## src/rtl/inst_encoder.sv

```systemverilog
// RV32I instruction encoder feeding a sequential instruction-memory loader.
// Packs fields plus a signed immediate into R/I/S/B/U/J words and flags out-of-range immediates.
module inst_encoder #(
  parameter int ADDR_W = 10,
  parameter int CNT_W  = 10
) (
  input  logic              clk,
  input  logic              rst_n,
  input  logic              start,
  input  logic [ADDR_W-1:0] base_addr,
  input  logic [CNT_W-1:0]  n_words,
  input  logic              in_valid,
  output logic              in_ready,
  input  logic [2:0]        fmt,
  input  logic [6:0]        opcode,
  input  logic [4:0]        rd,
  input  logic [4:0]        rs1,
  input  logic [4:0]        rs2,
  input  logic [2:0]        funct3,
  input  logic [6:0]        funct7,
  input  logic [31:0]       imm,
  output logic              out_valid,
  input  logic              out_ready,
  output logic [31:0]       out_inst,
  output logic [ADDR_W-1:0] out_addr,
  output logic              out_err,
  output logic [CNT_W-1:0]  err_cnt,
  output logic              busy,
  output logic              done
);

  typedef enum logic [1:0] {
    S_IDLE  = 2'd0,
    S_RUN   = 2'd1,
    S_DRAIN = 2'd2,
    S_DONE  = 2'd3
  } state_t;

  state_t              state_r;
  state_t              state_s;
  logic [CNT_W-1:0]    rem_r;
  logic [ADDR_W-1:0]   addr_r;
  logic                out_valid_r;
  logic [31:0]         out_inst_r;
  logic [ADDR_W-1:0]   out_addr_r;
  logic                out_err_r;
  logic [CNT_W-1:0]    err_cnt_r;
  logic                load_s;
  logic                accept_s;
  logic                handoff_s;
  logic [32:0]         enc_s;

  // Returns {range_error, instruction}; a signed value fits N bits when its upper bits are all copies of the sign.
  function automatic logic [32:0] encode(
    input logic [2:0]  f,
    input logic [6:0]  op,
    input logic [4:0]  d,
    input logic [4:0]  s1,
    input logic [4:0]  s2,
    input logic [2:0]  f3,
    input logic [6:0]  f7,
    input logic [31:0] im
  );
    logic [31:0] w;
    logic        e;
    w = 32'h0000_0013;
    e = 1'b1;
    case (f)
      3'd0: begin
        w = {f7, s2, s1, f3, d, op};
        e = 1'b0;
      end
      3'd1: begin
        w = {im[11:0], s1, f3, d, op};
        e = !((im[31:11] == 21'h00_0000) || (im[31:11] == 21'h1F_FFFF));
      end
      3'd2: begin
        w = {im[11:5], s2, s1, f3, im[4:0], op};
        e = !((im[31:11] == 21'h00_0000) || (im[31:11] == 21'h1F_FFFF));
      end
      3'd3: begin
        w = {im[12], im[10:5], s2, s1, f3, im[4:1], im[11], op};
        e = !((im[31:12] == 20'h0_0000) || (im[31:12] == 20'hF_FFFF)) || im[0];
      end
      3'd4: begin
        w = {im[31:12], d, op};
        e = (im[11:0] != 12'h000);
      end
      3'd5: begin
        w = {im[20], im[10:1], im[11], im[19:12], d, op};
        e = !((im[31:20] == 12'h000) || (im[31:20] == 12'hFFF)) || im[0];
      end
      default: begin
        w = 32'h0000_0013;
        e = 1'b1;
      end
    endcase
    return {e, w};
  endfunction

  assign enc_s     = encode(fmt, opcode, rd, rs1, rs2, funct3, funct7, imm);
  assign in_ready  = (state_r == S_RUN) && (!out_valid_r || out_ready);
  assign accept_s  = in_valid && in_ready;
  assign handoff_s = out_valid_r && out_ready;
  assign load_s    = start && ((state_r == S_IDLE) || (state_r == S_DONE));

  assign out_valid = out_valid_r;
  assign out_inst  = out_inst_r;
  assign out_addr  = out_addr_r;
  assign out_err   = out_err_r;
  assign err_cnt   = err_cnt_r;
  assign busy      = (state_r == S_RUN) || (state_r == S_DRAIN);
  assign done      = (state_r == S_DONE);

  // State register
  always_ff @(posedge clk or negedge rst_n) begin
    if (!rst_n) begin
      state_r <= S_IDLE;
    end else begin
      state_r <= state_s;
    end
  end

  // Next-state logic
  always_comb begin
    state_s = state_r;
    case (state_r)
      S_IDLE, S_DONE: begin
        if (start) begin
          state_s = (n_words == {CNT_W{1'b0}}) ? S_DONE : S_RUN;
        end else begin
          state_s = state_r;
        end
      end
      S_RUN: begin
        if (accept_s && (rem_r == CNT_W'(1))) begin
          state_s = S_DRAIN;
        end else begin
          state_s = S_RUN;
        end
      end
      S_DRAIN: begin
        if (handoff_s) begin
          state_s = S_DONE;
        end else begin
          state_s = S_DRAIN;
        end
      end
      default: state_s = S_IDLE;
    endcase
  end

  // Session bookkeeping: next address, words still to accept, saturating error count
  always_ff @(posedge clk or negedge rst_n) begin
    if (!rst_n) begin
      addr_r    <= {ADDR_W{1'b0}};
      rem_r     <= {CNT_W{1'b0}};
      err_cnt_r <= {CNT_W{1'b0}};
    end else if (load_s) begin
      addr_r    <= base_addr;
      rem_r     <= n_words;
      err_cnt_r <= {CNT_W{1'b0}};
    end else if (accept_s) begin
      addr_r <= addr_r + ADDR_W'(1);
      rem_r  <= rem_r - CNT_W'(1);
      if (enc_s[32] && (err_cnt_r != {CNT_W{1'b1}})) begin
        err_cnt_r <= err_cnt_r + CNT_W'(1);
      end
    end
  end

  // Single output register; holds while the consumer stalls
  always_ff @(posedge clk or negedge rst_n) begin
    if (!rst_n) begin
      out_valid_r <= 1'b0;
      out_inst_r  <= 32'h0000_0000;
      out_addr_r  <= {ADDR_W{1'b0}};
      out_err_r   <= 1'b0;
    end else if (accept_s) begin
      out_valid_r <= 1'b1;
      out_inst_r  <= enc_s[31:0];
      out_addr_r  <= addr_r;
      out_err_r   <= enc_s[32];
    end else if (handoff_s) begin
      out_valid_r <= 1'b0;
    end
  end

endmodule

```

## config.mk

```make
export PLATFORM = sky130hd
export DESIGN_NAME = inst_encoder
export DESIGN_NICKNAME = d
export VERILOG_FILES = /design/src/rtl/inst_encoder.sv
export SDC_FILE = /design/constraint.sdc
export NUM_CORES = 1
export LEC_CHECK = 0
export BUFFER_PORTS_ARGS = -buffer_cell sky130_fd_sc_hd__clkbuf_2
export CAP_MARGIN = 20
export CELL_PAD_IN_SITES_DETAIL_PLACEMENT = 1
export CELL_PAD_IN_SITES_GLOBAL_PLACEMENT = 1
export CORE_MARGIN = 4
export CORE_UTILIZATION = 36
export DETAILED_ROUTE_END_ITERATION = 7
export GPL_TIMING_DRIVEN = 0
export PLACE_DENSITY_LB_ADDON = 0.1
export SETUP_SLACK_MARGIN = 0.02
export SLEW_MARGIN = 20
export SYNTH_ARGS = -nofsm -noshare
export SYNTH_HDL_FRONTEND = slang
export SYNTH_SLANG_ARGS = --single-unit
```

## constraint.sdc

```tcl
create_clock -name clk -period 2.7 [get_ports clk]
set_input_delay 0.27 -clock clk [delete_from_list [all_inputs] [get_ports clk]]
set_output_delay 0.27 -clock clk [all_outputs]
set_load 0.01 [all_outputs]
```

---- After elaboration in Yosys (flattened, before gate mapping) ----
Cells that the tools add are included.
word-level totals
  bits in registers ....................... 76
  input bits .............................. 92
operators by class
  add/sub/neg operators ................... 3
  eq/ne operators ......................... 14
  muxes and demuxes ....................... 16
  reductions and logical operators ........ 31
operators by type and width
  cell                                                                    count
  32-bit case mux with 6 select lines                                     1
  10-bit two-way mux                                                      7
  21-bit equality test, second input constant                             1
  21-bit logical NOT                                                      1
  10-bit by 1-bit adder with 10-bit output, second input constant         2
  20-bit equality test, second input constant                             1
  20-bit logical NOT                                                      1
  12-bit equality test, second input constant                             1
  12-bit logical NOT                                                      1
  12-bit nonzero test                                                     1
  10-bit by 1-bit equality test with 1-bit output, second input constant  1
  10-bit logical NOT                                                      1
  10-bit inequality test, second input constant                           1
  10-bit by 1-bit subtractor with 10-bit output, second input constant    1
  1-bit logical OR                                                        8
  3-bit by 2-bit equality test with 1-bit output, second input constant   2
  3-bit equality test, second input constant                              2
  1-bit logical AND                                                       6
  2-bit two-way mux                                                       3
  2-bit case mux with 3 select lines                                      1
  2-bit nonzero test                                                      3
  1-bit case mux with 5 select lines                                      1
  2-bit equality test, second input constant                              2
  1-bit logical NOT                                                       4
  8 further kinds                                                         11

---- Logic depth before layout (Yosys ltp) ----
Gate-level depths: netlist of the first run.
  word-level depth ........................ 9
  gate-level depth with buffers ........... 8
  gate-level depth less buffers ........... 7

---- Worst setup path before layout of the first run ----
OpenSTA, ideal clock, no wires.
  path kind ............................... reg2reg
  start ................................... register rem_r[7]
  end ..................................... register state_r[0]
  setup time .............................. 0.129 ns
  arrival ................................. 1.867 ns
  data required time ...................... 2.571 ns
  path slack .............................. 0.704 ns
  cell stages (with the launch flop) ...... 7
  period minus slack after synthesis ...... 1.996 ns
  path through ............................ dfrtp_1 -> or4_1 -> or4b_1 -> nor4_2 -> nor2b_1 -> a311oi_1 -> a21oi_1
on the way
  longest elaborated chain between the ends .. 4
RTL lines
  item                                             line  source
  start: declaration                               41    logic [CNT_W-1:0] rem_r;
  start signal: assignment                         157   rem_r <= {CNT_W{1'b0}};
  start signal: assignment                         161   rem_r <= n_words;
  start signal: assignment                         165   rem_r <= rem_r - CNT_W'(1);
  10-bit by 1-bit equality test with 1-bit output  136   if (accept_s && (rem_r == CNT_W'(1))) begin
  1-bit logical AND                                136
  2-bit two-way mux                                136
  2-bit case mux with 3 select lines               127   case (state_r)
  end signal: assignment                           120   state_r <= state_s;
  end: declaration                                 39    state_t state_r;
No other way between the ends.
A chain may end at the register's enable or synchronous reset.

---- Worst setup path in the final report of the first run ----
  start ................................... register state_r[1]
  end ..................................... register out_inst_r[1] (netlist: out_inst[1])
on the way
  longest elaborated chain between the ends .. 3
RTL lines
  item                                            line  source
  2-bit by 1-bit equality test with 1-bit output  102   assign in_ready = (state_r == S_RUN) && (!out_valid_r || out_ready);
  1-bit logical AND                               102
  1-bit logical AND                               103   assign accept_s = in_valid && in_ready;
  end signal: assignment                          181   out_inst_r <= enc_s[31:0];
  end: declaration                                44    logic [31:0] out_inst_r;
No other way between the ends.

==> results of run 1 <==
==> state kept, by name, indices dropped and copies added (netlist names) <==
| signal | flops |
|---|---|
| out_valid | 1 |
| out_err | 1 |
| addr_r | 10 |
| state_r | 2 |
| out_addr | 10 |
| out_inst | 32 |
| rem_r | 10 |
| err_cnt | 10 |
==> power breakdown <==
part           internal [mW]  total (mW)  switching [mW]  leakage [nW]
registers               1.63        2.00           0.368         0.930
clock network          0.622        1.10           0.482         0.127
logic                  0.848        2.15            1.31          1.47
total                   3.10        5.26            2.16          2.52
==> routing by layer <==
metal  up-vias  global-route usage [%]  routed length (um)
li1       2010                       -                   -
met1      2128                    28.8                6450
met2       133                    36.7                6950
met3        28                    4.00                 770
met4         0                    8.69                 358
met5         -                       0                   0
==> tightest hold or removal path: stages <==
cell	delay, ns
sky130_fd_sc_hd__clkbuf_2	0.07
sky130_fd_sc_hd__nand2_1	0.03
sky130_fd_sc_hd__o21ai_0	0.05
==> final cells by class <==
cell class / instances / area [sq um] / share of cell area (%)
clock buffer: 12 / 236 / 4.41
tap: 140 / 175 / 3.27
buffer: 29 / 113 / 2.10
inverter: 10 / 37.5 / 0.700
timing repair buffer: 148 / 771 / 14.4
clock inverter: 4 / 26.3 / 0.490
multi-input combinational: 360 / 2100 / 39.2
sequential: 76 / 1900 / 35.5
==> repair_timing <==
item / CTS / global route
hold buffers: 1 / 0
setup endpoints to repair: 0 / 3
hold endpoints to repair: 33 / 0
gates resized for setup: 0 / 1
==> worst max-delay path by stage <==
| stage | start | to | slack, ns | cells after the start |
|---|---|---|---|---|
| 2_1_floorplan | rem_r[7]$_DFFE_PN0P_ | state_r[0]$_DFFE_PN0P_ | 0.70 | 6 |
| 3_3_place_gp | state_r[1]$_DFFE_PN0P_ | out_inst[20]$_DFFE_PN0P_ | 0.17 | 8 |
| 3_5_place_dp | state_r[1]$_DFFE_PN0P_ | out_inst[20]$_DFFE_PN0P_ | 0.14 | 8 |
| 4_1_cts | state_r[1]$_DFFE_PN0P_ | out_inst[20]$_DFFE_PN0P_ | 0.11 | 8 |
| 5_1_grt | state_r[1]$_DFFE_PN0P_ | out_inst[1]$_DFFE_PN0P_ | 0.04 | 7 |
| 6_report | state_r[1]$_DFFE_PN0P_ | out_inst[1]$_DFFE_PN0P_ | 0.19 | 7 |
==> per-stage QoR <==
stage          hold slack (ns)  area (sq um)  worst slack (ns)  utilization (%)  cells
6_report                 0.125          5360             0.187             48.4    779
5_1_grt                  0.140          5360            0.0361             48.4    779
4_1_cts                  0.119          5360             0.105             48.4    779
3_5_place_dp             0.299          5080             0.137             45.9    762
3_3_place_gp             0.457          5050             0.174             45.6    761
2_1_floorplan          -0.0256          4150             0.704                -    475
==> placed cells by master, fill, tap and decap left out, types with 7 or more instances in the layout <==
master                      Yosys  final
sky130_fd_sc_hd__clkbuf_2       0    146
sky130_fd_sc_hd__nand2_1       84     84
sky130_fd_sc_hd__dfrtp_1       76     76
sky130_fd_sc_hd__nor2_1        57     57
sky130_fd_sc_hd__o21ai_0       38     38
sky130_fd_sc_hd__clkbuf_1      20     23
sky130_fd_sc_hd__a221oi_1      23     23
sky130_fd_sc_hd__a21oi_1       15     15
sky130_fd_sc_hd__mux2i_1       15     15
sky130_fd_sc_hd__nor4_1        11     11
sky130_fd_sc_hd__inv_1         10     10
sky130_fd_sc_hd__nand3_1       10     10
sky130_fd_sc_hd__nand4_1       10     10
sky130_fd_sc_hd__nand2b_1       9      9
sky130_fd_sc_hd__xor2_1         9      9
sky130_fd_sc_hd__clkbuf_16      0      9
sky130_fd_sc_hd__xnor2_1        8      8
sky130_fd_sc_hd__nor2b_1        8      8
sky130_fd_sc_hd__ha_1           7      7
==> cell usage after synthesis, types with 5 or more instances <==
| library cell | instances |
|---|---|
| sky130_fd_sc_hd__nand2_1 | 84 |
| sky130_fd_sc_hd__dfrtp_1 | 76 |
| sky130_fd_sc_hd__nor2_1 | 57 |
| sky130_fd_sc_hd__o21ai_0 | 38 |
| sky130_fd_sc_hd__a221oi_1 | 23 |
| sky130_fd_sc_hd__clkbuf_1 | 20 |
| sky130_fd_sc_hd__a21oi_1 | 15 |
| sky130_fd_sc_hd__mux2i_1 | 15 |
| sky130_fd_sc_hd__nor4_1 | 11 |
| sky130_fd_sc_hd__inv_1 | 10 |
| sky130_fd_sc_hd__nand3_1 | 10 |
| sky130_fd_sc_hd__nand4_1 | 10 |
| sky130_fd_sc_hd__nand2b_1 | 9 |
| sky130_fd_sc_hd__xor2_1 | 9 |
| sky130_fd_sc_hd__nor2b_1 | 8 |
| sky130_fd_sc_hd__xnor2_1 | 8 |
| sky130_fd_sc_hd__buf_1 | 7 |
| sky130_fd_sc_hd__ha_1 | 7 |
| sky130_fd_sc_hd__a31oi_1 | 6 |
| sky130_fd_sc_hd__and3_1 | 6 |
| sky130_fd_sc_hd__nor3_1 | 5 |
==> cell families after synthesis <==
kind of cell / count (synthesis) / synth area share (%)
compound gates: 108 / 17.6
xor+xnor: 17 / 3.59
fa+ha+maj: 7 / 2.11
buf+inv: 39 / 3.59
flops: 76 / 45.8
mux: 15 / 3.62
simple gates: 213 / 23.7
==> summary.txt, run 1 <==
Detailed routing
  – Vias after detailed routing: 4299
  – Drt total wl: 14500 um
  – WL/cell: 18.7 um
  – Number of iterations in the first detailed-routing pass: 4
  – Number of DRC markers in iteration 0: 224
  – Average vias per placed instance: 5.52
  – Number of remaining DRC errors: 0
  – Residual antenna-violating net count after detailed routing: 0

CTS
  – Cts bufs inserted: 9
  – CTS root buffer: sky130_fd_sc_hd__clkbuf_16
  – Clk pin slew, worst setup/hold paths: 0.06 ns
  – Post-CTS setup buffer count: 0
  – Number of sinks handled by clock tree synthesis: 76
  – CTS tree: yes
  – Buffers from clock root to sink, at most: 2
  – Latest clock arrival within the worst-skew pair: 0.35 ns
  – CTS H-Tree Depth: 3

Floorplan
  – Die X-Extent: 115 um
  – Total core area: 11100 sq um
  – Height of the die: 115 um
  – Count of boundary I/O pins: 149
  – Row count: 38
  – Die Area: 13300 sq um
  – Starting density of the core: 37.5%

Power
  – Pwr per Cell Area: 981 nW/um^2
  – Total leakage power: 2.52 nW
  – Design Power: 5.26 mW
  – Peak supply drop: 541 uV

Final layout
  – Area grow syn2layout: 29.2%
  – Fraction of layout instances using a drive strength above 1: 26.3%
  – Number of diodes added for antenna fixing: 0
  – Filler Cell Count: 1371
  – Net count, final: 733

Synthesis
  – Number of cells produced by synthesis: 475
  – Yosys reg bits: 76
  – Share of flip-flops with an asynchronous set or reset after synthesis: 100%
  – Area share of the largest cell type after synthesis: 45.8%
  – Cell types occupying the most area after synthesis: sky130_fd_sc_hd__dfrtp_1, sky130_fd_sc_hd__nand2_1, sky130_fd_sc_hd__nor2_1
  – Post-synth top area cell: sky130_fd_sc_hd__dfrtp_1
  – Share of the yosys chip area belonging to registers: 45.8%
  – Count of different cell masters after synthesis: 48
  – Number of synthesized flops with an enable pin: 0
  – Primary flip-flop cell chosen by synthesis mapping: sky130_fd_sc_hd__dfrtp_1
  – Cell area after synthesis: 4150 sq um
  – Yosys warning total: 0
  – Mean cell area of the mapped netlist: 8.73 sq um
  – Synthesized net count: 574

Placement
  – Routability congestion estimate: 0.829
  – Port Buffers: 146
  – Half-perimeter wire length after detailed placement: 11200 um

Flow run
  – Max cap viols: 0

Critical path
  – Reg-to-reg slack, setup: 0.19 ns
  – Reg-to-reg startpoint: state_r[1]$_DFFE_PN0P_
  – Critical path launch point type: register
  – Cells on worst reg2reg path: 7
  – Signal arrival time at the worst endpoint: 2.74 ns
  – CP bufs+invs: 3
  – Worst-path fanout max: 10
  – Startpoint-to-endpoint class of the critical path: register to register
  – Slowest stage cell, crit path: sky130_fd_sc_hd__clkbuf_1
  – Most used cell along the critical path: sky130_fd_sc_hd__clkbuf_1
  – Reg-to-Reg End: out_inst[1]$_DFFE_PN0P_
  – Required time of the critical path: 2.93 ns
  – Cell-by-cell trace of the critical path: inv_1 > ha_1 > and3_1 > clkbuf_1 > clkbuf_1 > o21ai_1 > o22a_1
  – Delay of the slowest cell on the worst path: 0.48 ns
  – Largest delay contributor family on the critical path: buffers and inverters
  – Worst setup EP type: register

Run status
  – Status: finished, final reports clean

Timing
  – Max transition margin: 54.3%
  – Sum of negative setup slack: 0 ns
  – Part of the cycle the worst path needs: 93.1%
  – Max Clock Freq: 398 MHz
  – Count of final setup violators: 0
  – Hold violation count in the final report: 0
  – Worst slew pin tran: 0.686 ns
  – RSZ-0062 raised after global routing: false
  – Time the worst path needs with I/O delays and setup: 2.51 ns
  – Number of slew-limit violations in the final report: 0
  – Setup Skew: 0.00941 ns

Worst hold path
  – Endpoint, Worst Hold: addr_r[9]$_DFFE_PN0P_
  – Hold path startpoint: base_addr[9]
  – Type of the worst min-delay path: primary input to register
  – Number of cells traversed by the worst hold path: 3

Global route
  – Global-route wire length before repair: 23000 um
  – Aggregate global-route resource usage: 22.1%
  – Pin count of the biggest net entering global routing: 44
  – Initial antenna violation count: 0
  – Number of global-route vias before repair: 4446
  – Sum of overflow across all layers after global routing: 0
(Power assumes the default switching activity.)
==> run 2: changes to the inputs <==
--- a/config.mk
+++ b/config.mk
@@ -14,6 +14,7 @@
 export DETAILED_ROUTE_END_ITERATION = 7
 export GPL_TIMING_DRIVEN = 0
 export PLACE_DENSITY_LB_ADDON = 0.1
+export REMOVE_ABC_BUFFERS = 1
 export SETUP_SLACK_MARGIN = 0.02
 export SLEW_MARGIN = 20
 export SYNTH_ARGS = -nofsm -noshare
==> run 2 against run 1 <==
Effect of this change:
- die area unchanged
- routed wire length down 5.4%
- power up 0.42%
- register-to-register slack about the same
- combinational power about the same
- largest cell class unchanged
==> summary.txt, run 2 (synthesized netlist as in run 1, its figures left out) <==
Global route
  – Pin count of the biggest net entering global routing: 45 (+2.3%)
  – Number of global-route vias before repair: 4232 (-4.8%)
  – Sum of overflow across all layers after global routing: 0 (unchanged)
  – Initial antenna violation count: 0 (unchanged)
  – Global-route wire length before repair: 21500 um (-6.6%)
  – Aggregate global-route resource usage: 20.6% (-1.6 points)

Critical path
  – Reg-to-reg startpoint: state_r[1]$_DFFE_PN0P_
  – Signal arrival time at the worst endpoint: 2.71 ns (-0.03 ns)
  – Reg-to-reg slack, setup: 0.19 ns (about the same)
  – Critical path launch point type: register
  – Slowest stage cell, crit path: sky130_fd_sc_hd__or4_1
  – CP bufs+invs: 2 (-1)
  – Cell-by-cell trace of the critical path: inv_1 > ha_2 > nand3_4 > buf_16 > or4_1 > nor4_1 > xnor2_1 > o21ai_0
  – Reg-to-Reg End: rem_r[8]$_DFFE_PN0P_
  – Crit path from: state_r[1]$_DFFE_PN0P_
  – Startpoint-to-endpoint class of the critical path: register to register
  – Number of stages on the worst setup path: 8 (+1)
  – Worst-path fanout max: 22 (+12)
  – Capturing instance or port of the critical path: rem_r[8]$_DFFE_PN0P_
  – Worst setup EP type: register
  – Cells on worst reg2reg path: 8 (+1)
  – Required time of the critical path: 2.90 ns (-0.03 ns)
  – Delay of the slowest cell on the worst path: 0.54 ns (+0.06 ns)
  – Largest delay contributor family on the critical path: simple AND/OR/NAND/NOR gates

Timing
  – Time the worst path needs with I/O delays and setup: 2.51 ns (+0.00161 ns)
  – Part of the cycle the worst path needs: 93.1% (about the same)
  – RSZ-0062 raised after global routing: false
  – Setup slack of the critical path after layout: 0.185 ns (-0.00161 ns)
  – Max transition margin: 39.1% (-15 points)
  – Setup Skew: 0.00556 ns (-0.00386 ns)
  – Count of final setup violators: 0 (unchanged)
  – Hold violation count in the final report: 0 (unchanged)
  – Max Clock Freq: 398 MHz (about the same)
  – Worst slew pin tran: 0.912 ns (+0.226 ns)
  – Number of slew-limit violations in the final report: 0 (unchanged)

Detailed routing
  – Number of remaining DRC errors: 0 (unchanged)
  – WL/cell: 18.2 um (-2.4%)
  – Average vias per placed instance: 5.54 (+0.42%)
  – Residual antenna-violating net count after detailed routing: 0 (unchanged)
  – Number of DRC markers in iteration 0: 257 (+15%)
  – Drt total wl: 13800 um (-5.4%)
  – Vias after detailed routing: 4184 (-2.7%)
  – Number of iterations in the first detailed-routing pass: 4 (unchanged)

Run status
  – Status: finished, final reports clean

CTS
  – CTS tree: yes
  – Latest clock arrival within the worst-skew pair: 0.34 ns (about the same)
  – Post-CTS setup buffer count: 0 (unchanged)
  – Clk pin slew, worst setup/hold paths: 0.06 ns (about the same)
  – CTS root buffer: sky130_fd_sc_hd__clkbuf_16
  – Number of sinks handled by clock tree synthesis: 76 (unchanged)
  – Cts bufs inserted: 9 (unchanged)
  – Buffers from clock root to sink, at most: 2 (unchanged)
  – CTS H-Tree Depth: 3 (unchanged)

Placement
  – Routability congestion estimate: 0.794 (-4.2%)
  – Placement Cell Area: 5040 sq um (-0.86%)
  – Port Buffers: 148 (+1.4%)
  – DP Worst Slack: -0.207 ns (-0.344 ns)
  – Half-perimeter wire length after detailed placement: 9920 um (-11%)

Floorplan
  – Count of boundary I/O pins: 149 (unchanged)
  – Die X-Extent: 115 um (unchanged)
  – Starting density of the core: 37.5% (unchanged)
  – Die Area: 13300 sq um (unchanged)
  – Row count: 38 (unchanged)
  – Height of the die: 115 um (unchanged)
  – Total core area: 11100 sq um (unchanged)

Power
  – Total leakage power: 2.52 nW (-0.14%)
  – Peak supply drop: 718 uV (+33%)
  – Pwr per Cell Area: 985 nW/um^2 (+0.49%)

Final layout
  – Number of diodes added for antenna fixing: 0 (unchanged)
  – Max FFs per register: 32 (unchanged)
  – Highest-count cells in the layout ignoring fill and taps: sky130_fd_sc_hd__clkbuf_2, sky130_fd_sc_hd__nand2_1, sky130_fd_sc_hd__dfrtp_1
  – Core Util, Final: 48.3% (about the same)
  – Area grow syn2layout: 29.1% (about the same)
  – Net count, final: 709 (-3.3%)
  – Filler Cell Count: 1369 (-0.15%)
  – Fraction of layout instances using a drive strength above 1: 28.8% (+2.5 points)
  – Most common library cell in the layout ignoring fill and taps: sky130_fd_sc_hd__clkbuf_2
  – Design Area, Final: 5360 sq um (about the same)

Flow run
  – Max cap viols: 0 (unchanged)

Worst hold path
  – Type of the worst min-delay path: primary input to register
  – Number of cells traversed by the worst hold path: 3 (unchanged)
==> run 2: report_power, final <==
group / internal (mW) / switching [mW] / total, mW
sequential: 1.63 / 0.360 / 1.99
combinational: 0.878 / 1.26 / 2.14
clock: 0.627 / 0.517 / 1.14
total: 3.13 / 2.14 / 5.28
==> run 2: how the worst min path moves through the flow <==
| stage | startpoint | to | slack, ns |
|---|---|---|---|
| 2_1_floorplan | rst_n | addr_r[0]$_DFFE_PN0P_ | -0.03 |
| 3_3_place_gp | out_inst[20]$_DFFE_PN0P_ | out_inst[20]$_DFFE_PN0P_ | 0.46 |
| 3_5_place_dp | rst_n | out_inst[29]$_DFFE_PN0P_ | 0.30 |
| 4_1_cts | base_addr[0] | addr_r[0]$_DFFE_PN0P_ | 0.12 |
| 5_1_grt | n_words[7] | rem_r[7]$_DFFE_PN0P_ | 0.15 |
| 6_report | base_addr[0] | addr_r[0]$_DFFE_PN0P_ | 0.14 |
==> run 2: cell type report <==
type                    instances  area (sq um)  share of cell area, %
clock buffers                   9           225                   4.21
clock inverters                 7          52.6                  0.981
inverters                      10          37.5                  0.701
multi-input cells             361          2130                   39.7
flip-flops and latches         76          1900                   35.5
well taps                     140           175                   3.27
repair buffers                152           836                   15.6
==> run 2: timing repair <==
action / 4_1_cts / 5_1_grt
hold endpoints to repair: 32 / 0
pin swaps: 0 / 1
hold buffers: 1 / 0
endpoints found under the setup margin: 4 / 3
gates resized for setup: 1 / 2
cloned: 0 / 1
==> run 2: per-layer routing <==
metal	routed length, um	up-vias	global-route usage, %
li1	-	1960	-
met1	6220	2087	26.3
met2	6370	124	33.9
met3	1010	13	5.79
met4	148	0	6.18
met5	0	-	0
==> run 2: tightest hold or removal path: stages <==
cell and delay, ns:
sky130_fd_sc_hd__clkbuf_2 0.07, sky130_fd_sc_hd__nand2_1 0.03, sky130_fd_sc_hd__o21ai_0 0.06
==> run 2: metrics by stage <==
stage,power (mW),instances,TNS (ns),hold WS (ns)
floorplan,3.17,446,0,-0.0256
global placement,3.97,734,-14.91,0.456
detailed placement,4.12,737,-0.753,0.303
CTS,5.30,754,0,0.121
global route,5.71,755,0,0.150
finish,5.28,755,0,0.137
